$ cat src/rtl/axi_inval_queue.sv
// axi_inval_queue: line-aligned invalidation FIFO that merges back-to-back
// requests to the line most recently written into the queue.
module axi_inval_queue #(
    parameter int unsigned Depth       = 4,
    parameter int unsigned AddrWidth   = 64,
    parameter int unsigned L1LineWidth = 16
) (
    input  logic                       clk_i,
    input  logic                       rst_ni,
    input  logic                       en_i,
    input  logic [AddrWidth-1:0]       inval_addr_i,
    input  logic                       inval_valid_i,
    output logic                       inval_ready_o,
    output logic [AddrWidth-1:0]       inval_addr_o,
    output logic                       inval_valid_o,
    input  logic                       inval_ready_i,
    output logic [$clog2(Depth):0]     count_o,
    output logic [15:0]                coalesced_o
);
    localparam int unsigned PtrW = $clog2(Depth);
    localparam int unsigned CntW = PtrW + 1;

    logic [AddrWidth-1:0] mem_q [Depth];
    logic [PtrW-1:0]      rd_ptr_q, rd_ptr_d, wr_ptr_q, wr_ptr_d, last_ptr;
    logic [CntW-1:0]      count_q, count_d;
    logic [15:0]          coalesced_q, coalesced_d;
    logic [AddrWidth-1:0] aligned;
    logic                 hit, push, pop, store;

    always_comb begin
        aligned       = inval_addr_i & ~AddrWidth'(L1LineWidth - 1);
        last_ptr      = wr_ptr_q - 1'b1;
        inval_valid_o = count_q != '0;
        inval_addr_o  = mem_q[rd_ptr_q];
        pop           = inval_valid_o & inval_ready_i;
        // the newest entry cannot absorb a request in the cycle it leaves the queue
        hit           = en_i && inval_valid_o && aligned == mem_q[last_ptr]
                        && !(count_q == CntW'(1) && pop);
        inval_ready_o = !rst_ni || !en_i || hit || count_q < CntW'(Depth);
        push          = inval_valid_i & inval_ready_o;
        store         = push & en_i & ~hit;
        wr_ptr_d      = store ? wr_ptr_q + 1'b1 : wr_ptr_q;
        rd_ptr_d      = pop ? rd_ptr_q + 1'b1 : rd_ptr_q;
        count_d       = count_q + CntW'(store) - CntW'(pop);
        coalesced_d   = (push && hit && coalesced_q != 16'hFFFF) ? coalesced_q + 16'd1
                                                                : coalesced_q;
    end

    always_ff @(posedge clk_i) begin
        if (!rst_ni) begin
            rd_ptr_q    <= '0;
            wr_ptr_q    <= '0;
            count_q     <= '0;
            coalesced_q <= '0;
        end else begin
            rd_ptr_q    <= rd_ptr_d;
            wr_ptr_q    <= wr_ptr_d;
            count_q     <= count_d;
            coalesced_q <= coalesced_d;
        end
    end

    always_ff @(posedge clk_i) begin
        if (store) mem_q[wr_ptr_q] <= aligned;
    end

    assign count_o     = count_q;
    assign coalesced_o = coalesced_q;
endmodule

$ cat config.mk
export PLATFORM = sky130hd
export DESIGN_NAME = axi_inval_queue
export DESIGN_NICKNAME = d
export VERILOG_FILES = /design/src/rtl/axi_inval_queue.sv
export SDC_FILE = /design/constraint.sdc
export NUM_CORES = 1
export LEC_CHECK = 0
export ABC_AREA = 1
export BUFFER_PORTS_ARGS = -buffer_cell sky130_fd_sc_hd__buf_2
export CORE_UTILIZATION = 30
export CTS_BUF_LIST = sky130_fd_sc_hd__clkbuf_4
export DETAILED_ROUTE_END_ITERATION = 8
export MAX_ROUTING_LAYER = met4
export PLACE_DENSITY_LB_ADDON = 0.08
export SLEW_MARGIN = 20
export SYNTH_ARGS = -nofsm -noshare
export SYNTH_HDL_FRONTEND = slang
export SYNTH_SLANG_ARGS = --single-unit
$ cat constraint.sdc
create_clock -name clk_i -period 5.5 [get_ports clk_i]
set_input_delay 0 -clock clk_i [delete_from_list [all_inputs] [get_ports clk_i]]
set_output_delay 0 -clock clk_i [all_outputs]
set_load 0.005 [all_outputs]
# After elaboration in Yosys (flattened, before gate mapping)
# Memory sizes are Yosys's and may differ from the RTL's. A register that Yosys moved wholly into a read port is not among the register bits.
# Cells that the tools add are included.
[op_classes]
n_mul = 0
shift = 0
reduce_logical = 13
muxes = 4
div = 0
add_sub_neg = 6
n_bitwise = 5
n_lt_le_gt_ge = 1
eq_ne = 3
[ops]
columns = ["cell", "count"]
rows = [
  ["$eq A64 B64 Y1", 1],
  ["$add A16 B1 Y16 const B", 1],
  ["$ne A16 B16 Y1 const B", 1],
  ["$logic_and A1 B1 Y1", 6],
  ["$add A2 B1 Y2 const B", 2],
  ["$and A1 B1 Y1", 4],
  ["$mux W2", 2],
  ["$add A3 B1 Y3", 1],
  ["$eq A3 B1 Y1 const B", 1],
  ["$logic_not A1 Y1", 3],
  ["$logic_or A1 B1 Y1", 3],
  ["$lt A3 B3 Y1 const B", 1],
  ["$reduce_bool A3 Y1", 1],
  ["$sub A3 B1 Y3", 1],
  ["$mux W1", 2],
  ["$sub A2 B1 Y2 const B", 1],
  ["$not A1 Y1", 1],
]
[totals]
wordCells = 37
out_inout_bits = 85
mem_bits_ro = 0
reg_bits = 23
mem_bits_rw = 240
inputBits = 69
n_memories = 1
latch_bits = 0
[memory_table]
columns = ["name", "words", "width", "rd", "rd_ports_with_merged_regs", "write_ports", "line_no", "text"]
rows = [
  ["mem_q", 4, 60, 2, 1, 1, "23", "logic [AddrWidth-1:0] mem_q [Depth];"],
]

# Depth between registers and ports, before layout
[depth]
word_depth = 12
mapped_depth = 25
depth_no_buf = 20

# Least setup slack after synthesis
# OpenSTA, ideal clock, no wires.
[synth_path]
kind = "register to register"
start = "reg wr_ptr_q[0]"
end = "mem mem_q[0][0] (netlist name), enable pin"
n_path_buf = 5
setup_slack_ps = 248
setup_time_ps = 478
arrival_ps = 4774
t_required_ps = 5022
synth_period_minus_slack_ps = 5252
path_stages_with_launch = 21
path_cell_list = "dfxtp_1 -> buf_4 -> inv_4 -> buf_8 -> buf_6 -> ha_1 -> buf_2 -> inv_2 -> buf_2 -> nand3_1 -> nand2_1 -> nand2_1 -> nand2_1 -> nor2_1 -> nand2_1 -> nor2_1 -> nand2_1 -> nor2_8 -> nand2_4 -> nand2_4 -> nor2_1"
[synth_via]
elab_chain_len = 12
word_cells_on_any_way = 13
cone_classes = "add/sub: 1; eq/ne: 1; mux: 2; bitwise: 4; reduce/logical: 4; memory: 1"
[synth_rtl]
columns = ["element", "line_no", "text"]
rows = [
  ["start: declaration", "24", "logic [PtrW-1:0] rd_ptr_q, rd_ptr_d, wr_ptr_q, wr_ptr_d, last_ptr;"],
  ["start signal: assignment", "57", "wr_ptr_q <= wr_ptr_d;"],
  ["$sub A2 B1 Y2 (*)", "32", "last_ptr = wr_ptr_q - 1'b1;"],
  ["named net last_ptr[0]", "24", ""],
  ["$mem_v2 Z4 W60 (*)", "-", ""],
  ["$eq A64 B64 Y1 (*)", "37", "hit = en_i && inval_valid_o && aligned == mem_q[last_ptr]"],
  ["$logic_and A1 B1 Y1 (*)", "37", ""],
  ["$logic_and A1 B1 Y1 (*)", "38", "&& !(count_q == CntW'(1) && pop);"],
  ["$logic_or A1 B1 Y1 (2 in a row)", "39", "inval_ready_o = !rst_ni || !en_i || hit || count_q < CntW'(Depth);"],
  ["$and A1 B1 Y1", "40", "push = inval_valid_i & inval_ready_o;"],
  ["$and A1 B1 Y1", "41", "store = push & en_i & ~hit;"],
  ["$and A1 B1 Y1 (*)", "41", ""],
  ["$mux W1 (*)", "64", "if (store) mem_q[wr_ptr_q] <= aligned;"],
  ["$mux W1 (not written as such) (*)", "64", ""],
  ["end: declaration", "23", ""],
]
# Mark *: on every way through the listed nets, which the timed path passes. The rest lies on a longest branch.

# Worst setup path after layout
[layout_path]
start = "reg wr_ptr_q[0]"
end = "reg count_q[2], in the netlist count_o[2]"
[layout_via]
elab_chain_len = 12
word_cells_on_any_way = 13
cone_classes = "add/sub: 3; eq/ne: 1; bitwise: 4; reduce/logical: 4; memory: 1"
[layout_rtl]
columns = ["element", "line_no", "text"]
rows = [
  ["$sub A2 B1 Y2 (*)", "32", ""],
  ["$mem_v2 Z4 W60 (*)", "-", ""],
  ["$eq A64 B64 Y1 (*)", "37", ""],
  ["$logic_and A1 B1 Y1 (*)", "37", ""],
  ["$logic_and A1 B1 Y1 (*)", "38", ""],
  ["$logic_or A1 B1 Y1 (2 in a row)", "39", ""],
  ["$and A1 B1 Y1", "40", ""],
  ["$and A1 B1 Y1", "41", ""],
  ["$and A1 B1 Y1 (*)", "41", ""],
  ["$add A3 B1 Y3 (*)", "44", "count_d = count_q + CntW'(store) - CntW'(pop);"],
  ["$sub A3 B1 Y3 (*)", "44", ""],
  ["end signal: assignment", "58", "count_q <= count_d;"],
  ["end: declaration", "25", "logic [CntW-1:0] count_q, count_d;"],
]
# Every way passes the cells marked *; elsewhere a longest branch is shown, timed or not.
# A chain may end at the register's enable or synchronous reset.

==> reports/metrics.cfg <==
[worst_setup_path]
path_common_cell = nand2_1
timing.reg2reg.setup_slack_ns = 1.14
worstSetupPathType = reg2reg
cp_cell_sequence = inv_4 -> ha_2 -> inv_2 -> buf_4 -> nand3_1 -> nand3_1 -> nand2_1 -> nor2_1 -> nand2_1 -> nor2_1 -> nand2_1 -> nor2_8 -> nand2_4 -> nand2_4 -> ha_1 -> inv_1 -> ha_1 -> fa_1 -> nor3_1 -> nor3_1
crit_buf_inv = 4
r2r_start = wr_ptr_q[0]
cp_slowest_cell = ha_2
reg2reg_depth = 20
critPathCaptureType = flip-flop
critPathMaxFanout = 53
cp-endpoint = count_o[2]
crit_start = wr_ptr_q[0]
cpLargestDelayFamily = simple AND/OR/NAND/NOR gates
startpoint_type = flip-flop
max_stage_delay_ns = 0.52
cp.arrival_ns = 5.02
cp.depth = 20
required_ns = 6.16
critical_path.reg2reg.endpoint = count_o[2]

[yosys]
ys_seq_area_share_pct = 55.1
synthesis.instances = 1653
async_reset_ff_share_pct = 0
yosysTopAreaCellShare_pct = 51.6
ys_ff_latch = 265
synth-edff-count = 240
synthTopCellsByArea = edfxtp_1 (52%), nand2_1 (15%), nor2_1 (6.3%)
synth_area_leader_cell = edfxtp_1
synthDistinctLibCells = 34
synth_ff_type = edfxtp_1
synth_area_um2 = 14000
synth.avg_cell_area_um2 = 8.45
ys_warn_count = 0

[timing]
tns_ns = 0
min_period_ns = 4.36
skew_ns = 0.0389
slew_headroom_pct = 35.4
max_freq_mhz = 229
maxSlewViolCount = 0
finalSetupViolations = 0
fin_hold_ws_ns = 0.0717
rsz0062_at_grt = false
post-route-period-util_pct = 79.3
tightest_slew_ns = 0.969
hold_viol = 0

[min_path]
hold_class = in2reg
hold_depth = 2

[power]
p_leak_nw = 7.27
power_frac_seq_pct = 40.4
powerDensity_nw_per_um2 = 332
internal_power_mw = 3.82
peakVddDrop_v = 0.000140
switching_share_pct = 34.2
p_comb_share_pct = 26.2
p_clk_share_pct = 33.4
p_switching_mw = 1.98

[global_route]
grt_max_degree = 81
track_usage_pct = 21.4
grt_pass1_wl_mm = 73.4
grt_pass1_vias = 12192
grt_overflow_total = 0
antenna_found_initial = 3

[drt]
viasPerCell = 4.89
drt-initial-drc-count = 738
drc_errors = 0
totalWireLength_mm = 49.2
postRouteAntennaNets = 0
dr_total_vias = 12719
wire_per_inst_um = 18.9
dr.pass1.iters = 5

[clocking]
insertion_delay_ns = 0.79
tritoncts = yes
cts_root_buf = clkbuf_4
clk_pin_slew_worst_paths_ns = 0.06
clock_path_buffers = 3
post-cts-setup-buffers = 0
cts-resized-gates = 0
cts_sinks = 265
numCtsBuffers = 78
cts-htree-levels = 3

[die]
die-area_um2 = 47500
initial_core_util_pct = 30.6
rows = 78
fp.dieH_um = 218
io_pins = 154
dieWidth_um = 218
coreArea_um2 = 45700

[status]
outcome = finished, final reports clean

[placement]
place_congestion = 0.838
dpl-instance-area_um2 = 15200
hpwlAfterDp_mm = 30.1
port_buffers = 145
dp.cells = 2335

[layout]
nets = 2012
synthToLayoutAreaGrowth_pct = 24.9
multi_input_area_um2 = 5570
final_cells = 2603
final-seq-area_um2 = 7720
fin_area_um2 = 17500
layout-drive-gt1-share_pct = 15.5
fillers = 4777

[flow_run]
max_cap_violations = 0

==> cell type report <==
cell class	instances	share of cell area, %
diodes	4	0.0573
flip-flops and latches	265	44.2
multi-input cells	1230	31.9
well taps	600	4.30
clock buffers	120	5.16
repair buffers	285	12.1
inverters	75	1.63
clock inverters	24	0.674
==> state kept, by name, summed over array words and instances (netlist names), named ones only <==
register     flops
coalesced_o     16
wr_ptr_q         2
rd_ptr_q         2
mem_q          240
count_o          3
==> logic make-up (layout without fill, tap and decap cells) <==
kind of cell               after synthesis  count (layout)  share of synthesized area [%]
adders and majority gates                8               8                          0.770
xor gates and xnor gates                 2               2                          0.125
buffers and inverters                  161             504                           5.34
AOI/OAI and AO/OA                      193             193                           7.48
DFF                                    265             265                           55.1
other                                    1               8                         0.0268
and+or+nand+nor                       1023            1023                           31.1
==> layer usage <==
metal / up-vias / global-route usage (%) / part of all wire, %
li1: 6232 / - / -
met1: 6015 / 27.0 / 44
met2: 385 / 34.5 / 48
met3: 87 / 4.37 / 5.9
met4: 0 / 6.67 / 2.3
met5: - / - / 0
==> layout by cell type (no fill, tap or decap), drive strengths merged, types with 2 or more instances in the layout <==
master / synthesis / routed
diode: 0 / 4
edfxtp: 240 / 240
clkinv: 2 / 23
nand4: 25 / 25
nand2: 543 / 543
and2: 2 / 2
conb: 1 / 4
a21oi: 5 / 5
nand3b: 40 / 40
o21ai: 126 / 126
inv: 73 / 75
xor2: 2 / 2
o22ai: 60 / 60
buf: 42 / 165
dlygate4sd3: 0 / 120
clkbuf: 44 / 120
nor2: 240 / 240
dfxtp: 25 / 25
nand3: 168 / 168
nor3: 3 / 3
ha: 7 / 7
==> Yosys cell counts (all sizes together) (2+ instances only) <==
| cell | instances |
|---|---|
| a21oi | 5 |
| and2 | 2 |
| buf | 42 |
| clkbuf | 44 |
| clkinv | 2 |
| dfxtp | 25 |
| edfxtp | 240 |
| ha | 7 |
| inv | 73 |
| nand2 | 543 |
| nand3 | 168 |
| nand3b | 40 |
| nand4 | 25 |
| nor2 | 240 |
| nor3 | 3 |
| o21ai | 126 |
| o22ai | 60 |
| xor2 | 2 |
==> through the flow <==
stage | setup slack (ns) | util [%] | power, mW
6_report | 1.14 | 38.2 | 5.80
2_1_floorplan | 0.248 | - | 3.20
5_1_grt | 0.777 | 38.2 | 6.16
4_1_cts | 1.06 | 38.2 | 5.90
3_5_place_dp | 1.05 | 33.3 | 3.85
3_3_place_gp | 1.07 | 33.3 | 3.85
==> power by group through the flow <==
| stage | clock, mW | sequential [mW] | combinational, mW |
|---|---|---|---|
| after floorplan | 0 | 2.33 | 0.867 |
| after global placement | 0 | 2.39 | 1.46 |
| after detailed placement | 0 | 2.39 | 1.47 |
| after CTS | 2.01 | 2.34 | 1.55 |
| after global routing | 2.12 | 2.35 | 1.69 |
| final | 1.94 | 2.34 | 1.52 |
==> how the worst min path moves through the flow <==
stage,endpoint,startpoint
CTS,mem_q[2][32],inval_addr_i[36]
detailed placement,mem_q[1][39],inval_addr_i[43]
finish,mem_q[0][40],inval_addr_i[44]
global route,mem_q[1][37],inval_addr_i[41]
global placement,mem_q[3][45],inval_addr_i[49]
floorplan,inval_ready_o,en_i
==> what timing repair did <==
action                     4_1_cts  5_1_grt
hold buffers                   120        0
hold endpoints to repair       265        0
setup endpoints to repair        0        0
No activity file was read; power rests on OpenSTA's default activity.
